[config.mk]
export PLATFORM = sky130hd
export DESIGN_NAME = gpp_run_monitor
export DESIGN_NICKNAME = d
export VERILOG_FILES = /design/src/rtl/gpp_run_monitor.sv
export SDC_FILE = /design/constraint.sdc
export NUM_CORES = 1
export LEC_CHECK = 0
export ABC_AREA = 1
export CAP_MARGIN = 10
export CORE_MARGIN = 3
export CORE_UTILIZATION = 46
export CTS_BUF_LIST = sky130_fd_sc_hd__clkbuf_4 sky130_fd_sc_hd__clkbuf_8 sky130_fd_sc_hd__clkbuf_16
export DETAILED_ROUTE_END_ITERATION = 10
export GPL_TIMING_DRIVEN = 0
export PLACE_DENSITY = 0.95
export SYNTH_ARGS = -nofsm -noshare
export SYNTH_HDL_FRONTEND = slang
export SYNTH_SLANG_ARGS = --single-unit
[constraint.sdc]
create_clock -name i_clk -period 3.2 [get_ports i_clk]
set_clock_uncertainty 0.2 [all_clocks]
set_input_delay 0.64 -clock i_clk [delete_from_list [all_inputs] [get_ports i_clk]]
set_output_delay 0.64 -clock i_clk [all_outputs]
set_load 0.01 [all_outputs]
[src/rtl/gpp_run_monitor.sv]
// gpp_run_monitor: run controller and observer for the GPP core.
// Sequences the GPP reset, counts RUN cycles and instruction fetches, and
// reports Done or timeout. It only observes the GPP / I-Cache bus.
// Optional feature macro: GPP_MON_TRACE_EN adds a circular trace of recent
// fetches (Addr plus the Data returned one cycle later). Without the macro
// there is no trace storage and the trace outputs read as zero.
module gpp_run_monitor #(
    parameter int ADDR_W      = 4,
    parameter int DATA_W      = 32,
    parameter int CNT_W       = 16,
    parameter int TIMEOUT     = 1000,
    parameter int TRACE_DEPTH = 8
) (
    input  logic                           i_clk,
    input  logic                           i_rst_n,
    input  logic                           i_start,
    input  logic                           i_abort,
    input  logic [ADDR_W-1:0]              i_addr,
    input  logic [DATA_W-1:0]              i_data,
    input  logic                           i_rw,
    input  logic                           i_en,
    input  logic                           i_done,
    output logic                           o_gpp_rst,
    output logic                           o_running,
    output logic                           o_finished,
    output logic                           o_timed_out,
    output logic [CNT_W-1:0]               o_cycle_count,
    output logic [CNT_W-1:0]               o_fetch_count,
    input  logic [$clog2(TRACE_DEPTH)-1:0] i_trace_rd_idx,
    output logic [ADDR_W-1:0]              o_trace_addr,
    output logic [DATA_W-1:0]              o_trace_data,
    output logic [$clog2(TRACE_DEPTH):0]   o_trace_level
);

    localparam int IDX_W = $clog2(TRACE_DEPTH);
    localparam int LVL_W = IDX_W + 1;
    localparam logic [CNT_W-1:0] CNT_MAX = '1;
    localparam logic [CNT_W-1:0] TO_LAST = CNT_W'(TIMEOUT - 1);

    typedef enum logic [2:0] {
        ST_IDLE,
        ST_RESET,
        ST_RUN,
        ST_DONE,
        ST_TIMEOUT
    } state_t;

    state_t           r_state;
    state_t           w_state_nxt;
    logic             w_clear;
    logic             w_in_run;
    logic             w_fetch;
    logic [CNT_W-1:0] r_cycle;
    logic [CNT_W-1:0] r_fetch;
    logic             r_gpp_rst;
    logic             r_running;
    logic             r_finished;
    logic             r_timed_out;

    // Next-state logic; Abort overrides every other transition.
    always_comb begin
        w_state_nxt = r_state;
        case (r_state)
            ST_IDLE:    if (i_start) w_state_nxt = ST_RESET;
            ST_RESET:   w_state_nxt = ST_RUN;
            ST_RUN: begin
                if (i_done)
                    w_state_nxt = ST_DONE;
                else if (r_cycle == TO_LAST)
                    w_state_nxt = ST_TIMEOUT;
            end
            ST_DONE:    if (i_start) w_state_nxt = ST_RESET;
            ST_TIMEOUT: if (i_start) w_state_nxt = ST_RESET;
            default:    w_state_nxt = ST_IDLE;
        endcase
        if (i_abort)
            w_state_nxt = ST_IDLE;
    end

    assign w_clear  = (w_state_nxt == ST_RESET);
    assign w_in_run = (r_state == ST_RUN);
    assign w_fetch  = w_in_run && i_en && !i_rw;

    // State register.
    always_ff @(posedge i_clk or negedge i_rst_n) begin
        if (!i_rst_n)
            r_state <= ST_IDLE;
        else
            r_state <= w_state_nxt;
    end

    // Status flags registered from the next state so they track the FSM exactly.
    always_ff @(posedge i_clk or negedge i_rst_n) begin
        if (!i_rst_n) begin
            r_gpp_rst   <= 1'b1;
            r_running   <= 1'b0;
            r_finished  <= 1'b0;
            r_timed_out <= 1'b0;
        end else begin
            r_gpp_rst   <= (w_state_nxt == ST_IDLE) || (w_state_nxt == ST_RESET);
            r_running   <= (w_state_nxt == ST_RUN);
            r_finished  <= (w_state_nxt == ST_DONE);
            r_timed_out <= (w_state_nxt == ST_TIMEOUT);
        end
    end

    // Saturating cycle/fetch counters: cleared on entry to RESET, live only in RUN.
    always_ff @(posedge i_clk or negedge i_rst_n) begin
        if (!i_rst_n) begin
            r_cycle <= '0;
            r_fetch <= '0;
        end else if (w_clear) begin
            r_cycle <= '0;
            r_fetch <= '0;
        end else if (w_in_run) begin
            if (r_cycle != CNT_MAX)
                r_cycle <= r_cycle + 1'b1;
            if (w_fetch && (r_fetch != CNT_MAX))
                r_fetch <= r_fetch + 1'b1;
        end
    end

    assign o_gpp_rst     = r_gpp_rst;
    assign o_running     = r_running;
    assign o_finished    = r_finished;
    assign o_timed_out   = r_timed_out;
    assign o_cycle_count = r_cycle;
    assign o_fetch_count = r_fetch;

`ifdef GPP_MON_TRACE_EN
    logic [ADDR_W-1:0] r_tr_addr [TRACE_DEPTH];
    logic [DATA_W-1:0] r_tr_data [TRACE_DEPTH];
    logic [IDX_W-1:0]  r_wr_ptr;
    logic [LVL_W-1:0]  r_level;
    logic              r_pend;
    logic [ADDR_W-1:0] r_pend_addr;
    logic              w_commit;
    logic [IDX_W-1:0]  w_base;
    logic [IDX_W-1:0]  w_rd_phys;
    logic              w_rd_valid;

    // A fetch's address is held one cycle until the I-Cache data arrives.
    // A commit landing on the RESET-entry edge is dropped: the trace restarts empty.
    assign w_commit = r_pend && !w_clear;

    // Trace bookkeeping: pending fetch, write pointer, saturating fill level.
    always_ff @(posedge i_clk or negedge i_rst_n) begin
        if (!i_rst_n) begin
            r_pend      <= 1'b0;
            r_pend_addr <= '0;
            r_wr_ptr    <= '0;
            r_level     <= '0;
        end else if (w_clear) begin
            r_pend   <= 1'b0;
            r_wr_ptr <= '0;
            r_level  <= '0;
        end else begin
            r_pend <= w_fetch;
            if (w_fetch)
                r_pend_addr <= i_addr;
            if (r_pend) begin
                r_wr_ptr <= r_wr_ptr + 1'b1;
                if (r_level != LVL_W'(TRACE_DEPTH))
                    r_level <= r_level + 1'b1;
            end
        end
    end

    // Entry storage; contents beyond the fill level are never exposed, so no reset.
    always_ff @(posedge i_clk) begin
        if (w_commit) begin
            r_tr_addr[r_wr_ptr] <= r_pend_addr;
            r_tr_data[r_wr_ptr] <= i_data;
        end
    end

    // Oldest entry sits 'level' slots behind the write pointer (wraps when full).
    assign w_base     = r_wr_ptr - r_level[IDX_W-1:0];
    assign w_rd_phys  = w_base + i_trace_rd_idx;
    assign w_rd_valid = ({1'b0, i_trace_rd_idx} < r_level);

    assign o_trace_addr  = w_rd_valid ? r_tr_addr[w_rd_phys] : '0;
    assign o_trace_data  = w_rd_valid ? r_tr_data[w_rd_phys] : '0;
    assign o_trace_level = r_level;
`else
    logic w_unused_trace;
    assign w_unused_trace = ^{i_trace_rd_idx, i_addr, i_data};

    assign o_trace_addr  = '0;
    assign o_trace_data  = '0;
    assign o_trace_level = '0;
`endif

endmodule
==> results.toml <==
[synthesis]
async_reset_ff_frac = 1.00
yosys_warnings = 0
synth-simple-area-share = 0.357
synth_top_family_by_area = "simple AND/OR/NAND/NOR gates"
synth.distinct_cells = 37
synthXorXnorAreaFrac = 0.00639
synth_seq_cells = 39
synth_area_per_cell_um2 = 7.29
synth_compound_area_frac = 0.0434
synth.top_cell.area_share = 0.347
ys.flop_type = "dfrtp_1"
synth_area_leaders = "dfrtp_1 35%, buf_4 12%, nand2_1 10%, nand3_1 9.5%, inv_1 7.9%"
syn_inst = 376
syn_area_um2 = 2740
synth_edf_count = 0
yosysSeqAreaShare = 0.356
synthAdderAreaFrac = 0.00913
synthMuxAreaShare = 0
synth_top_area_cell = "dfrtp_1"

[worst_setup_path]
cp.required_ns = 2.36
cpMaxStageDelayCell = "dfstp_2"
start_kind = "flop"
path_class = "reg2out"
r2r_cells = 11
cp.depth = 1
crit_path_end_kind = "output pin"
worstPathArrival_ns = 1.35
cp_slowest_stage_delay_ns = 0.53
worstPathMaxFanout = 1
critical_path.cell_chain = "clkdlybuf4s50_1"
critPathBufInv = 1
path_delay_family = "flip-flops"

[floorplan]
chipHeight_um = 83.2
die-area_um2 = 6920
coreArea_um2 = 5640
top_level_ports = 122
initial_utilization = 0.486
fp.dieW_um = 83.2
num_rows = 27

[timing]
whs_ns = 0.238
min_period_ns = 2.19
fin_tns_setup_ns = 0
setup_ws_ns = 1.01
final_hold_viol_count = 0
tightest_slew_ns = 0.866
relSlewSlack = 0.423
setup_viol = 0
fmax_mhz = 457
rsz0062_at_grt = "no"
fin_crit_sh = 0.683
final_max_slew_viol_count = 0

[clocking]
cts_setup_buffers = 0
cts_tree = "built"
clock_path_buffers = 2
cts_hold_buffers = 0
h-tree-depth = 2
numCtsBuffers = 5
clk_pin_slew_ns = 0.08
cts_resized = 0
cts_sinks = 39
clock_latency_ns = 0.29
cts-root-buf = "clkbuf_8"

[grt]
grt_max_degree = 40
grt_pass1_wl_mm = 11.1
grt_pass1_vias = 2595
track_usage = 0.190
antenna_found_initial = 0
gr-total-overflow = 0

[final_layout]
multi_input_comb_area_um2 = 1290
n_antenna_cell = 0
final_common_cell = "nand2_1"
nFillCells = 489
layout-drive-gt1-share = 0.191
final_util = 0.626
final_nets = 512
fin_cells = 537
final_cell_mix = "73 x nand2_1, 58 x inv_1, 52 x nand3_1"
ff_latch_area_um2 = 977
area_growth_pct = 28.8

[routing]
drt_first_pass_iters = 5
via_count = 2629
wl_mm = 6.47
avgRoutedWirePerCell_um = 12.0
via_per_inst = 4.90
drt_iter0_drc = 225
ant_nets = 0
post-route-drc-count = 0

[place]
io_buffers = 42
hpwl_mm = 4.97
dp_cells = 529
dp_slack_ns = 0.958
gp_congestion = 0.875

[power]
ir_drop_mv = 0.294
leakagePower_uw = 0.00191
p_per_area_nw_per_um2 = 381

[hold_path]
hold_class = "in2async"

[run]
maxCapViolations = 0

[status]
status = "finished clean"
## Yosys cell counts, types with 3 or more instances
library cell,instances
buf_4,42
o21ai_0,5
nand4_1,13
o21ai_1,6
a31o_2,3
nand2_1,73
inv_2,11
dfrtp_1,38
nor3_1,5
inv_1,58
nor2_2,4
nand2_2,3
nand3_1,52
nand3_2,3
a21oi_1,3
nor2_1,32
## through the flow
stage	instance area, µm²	total power [µW]
finish	3530	1350
CTS	3530	1350
global route	3530	1410
floorplan	2890	752
global placement	3400	843
detailed placement	3390	855
## final timing paths
path	startpoint	endpoint	slack, ns
worst max-delay path	o_gpp_rst	o_gpp_rst	1.01
min in group i_clk	o_fetch_count[1]	o_fetch_count[1]	0.38
worst min register to register	o_fetch_count[1]	o_fetch_count[1]	0.38
worst min-delay path	i_rst_n	o_cycle_count[5]	0.24
worst max register to register	o_cycle_count[0]	o_cycle_count[1]	1.01
max in group asynchronous	i_rst_n	o_fetch_count[0]	1.99
## metal layers
metal,global-route usage,vias to the layer above,part of all wire
met5,0,-,0
met4,0.101,0,0.027
met3,0.0347,21,0.082
met2,0.333,135,0.51
met1,0.217,1192,0.38
li1,-,1281,-
## kinds of logic after synthesis
logic type               after synthesis
buffers and inverters                116
AND/OR/NAND/NOR                      196
flip-flops                            39
adder cells (fa/ha/maj)                2
other                                  1
AO/OA/AOI/OAI                         20
XOR/XNOR                               2
## sequential cells by signal (all words and copies together), names as in the netlist
register / cells
o_cycle_count: 16
o_fetch_count: 16
o_finished: 1
o_gpp_rst: 1
o_running: 1
o_timed_out: 1
r_state: 3
## layout make-up
class                   instances  area share
multi-input cells             260       0.366
flip-flops and latches         39       0.277
repair buffers                 42       0.118
plain buffers                  46      0.0996
inverters                      70      0.0759
well taps                      72      0.0255
clock buffers                   6      0.0216
clock inverters                 2      0.0170
## worst reg2reg max path, stage by stage, from the launching register on
cell and delay, ns:
dfrtp_1 0.42, ha_1 0.27, nand2_2 0.12, nor3_4 0.35, nand3_4 0.18, nand2_8 0.14, inv_6 0.06, buf_8 0.14
nand2_1 0.07, nand2_1 0.05, nand2_1 0.06, inv_1 0.04
## power by group
group	switching, µW	internal (µW)
combinational	166	131
clock	176	320
sequential	32.7	521
(Power assumes the default switching activity.)
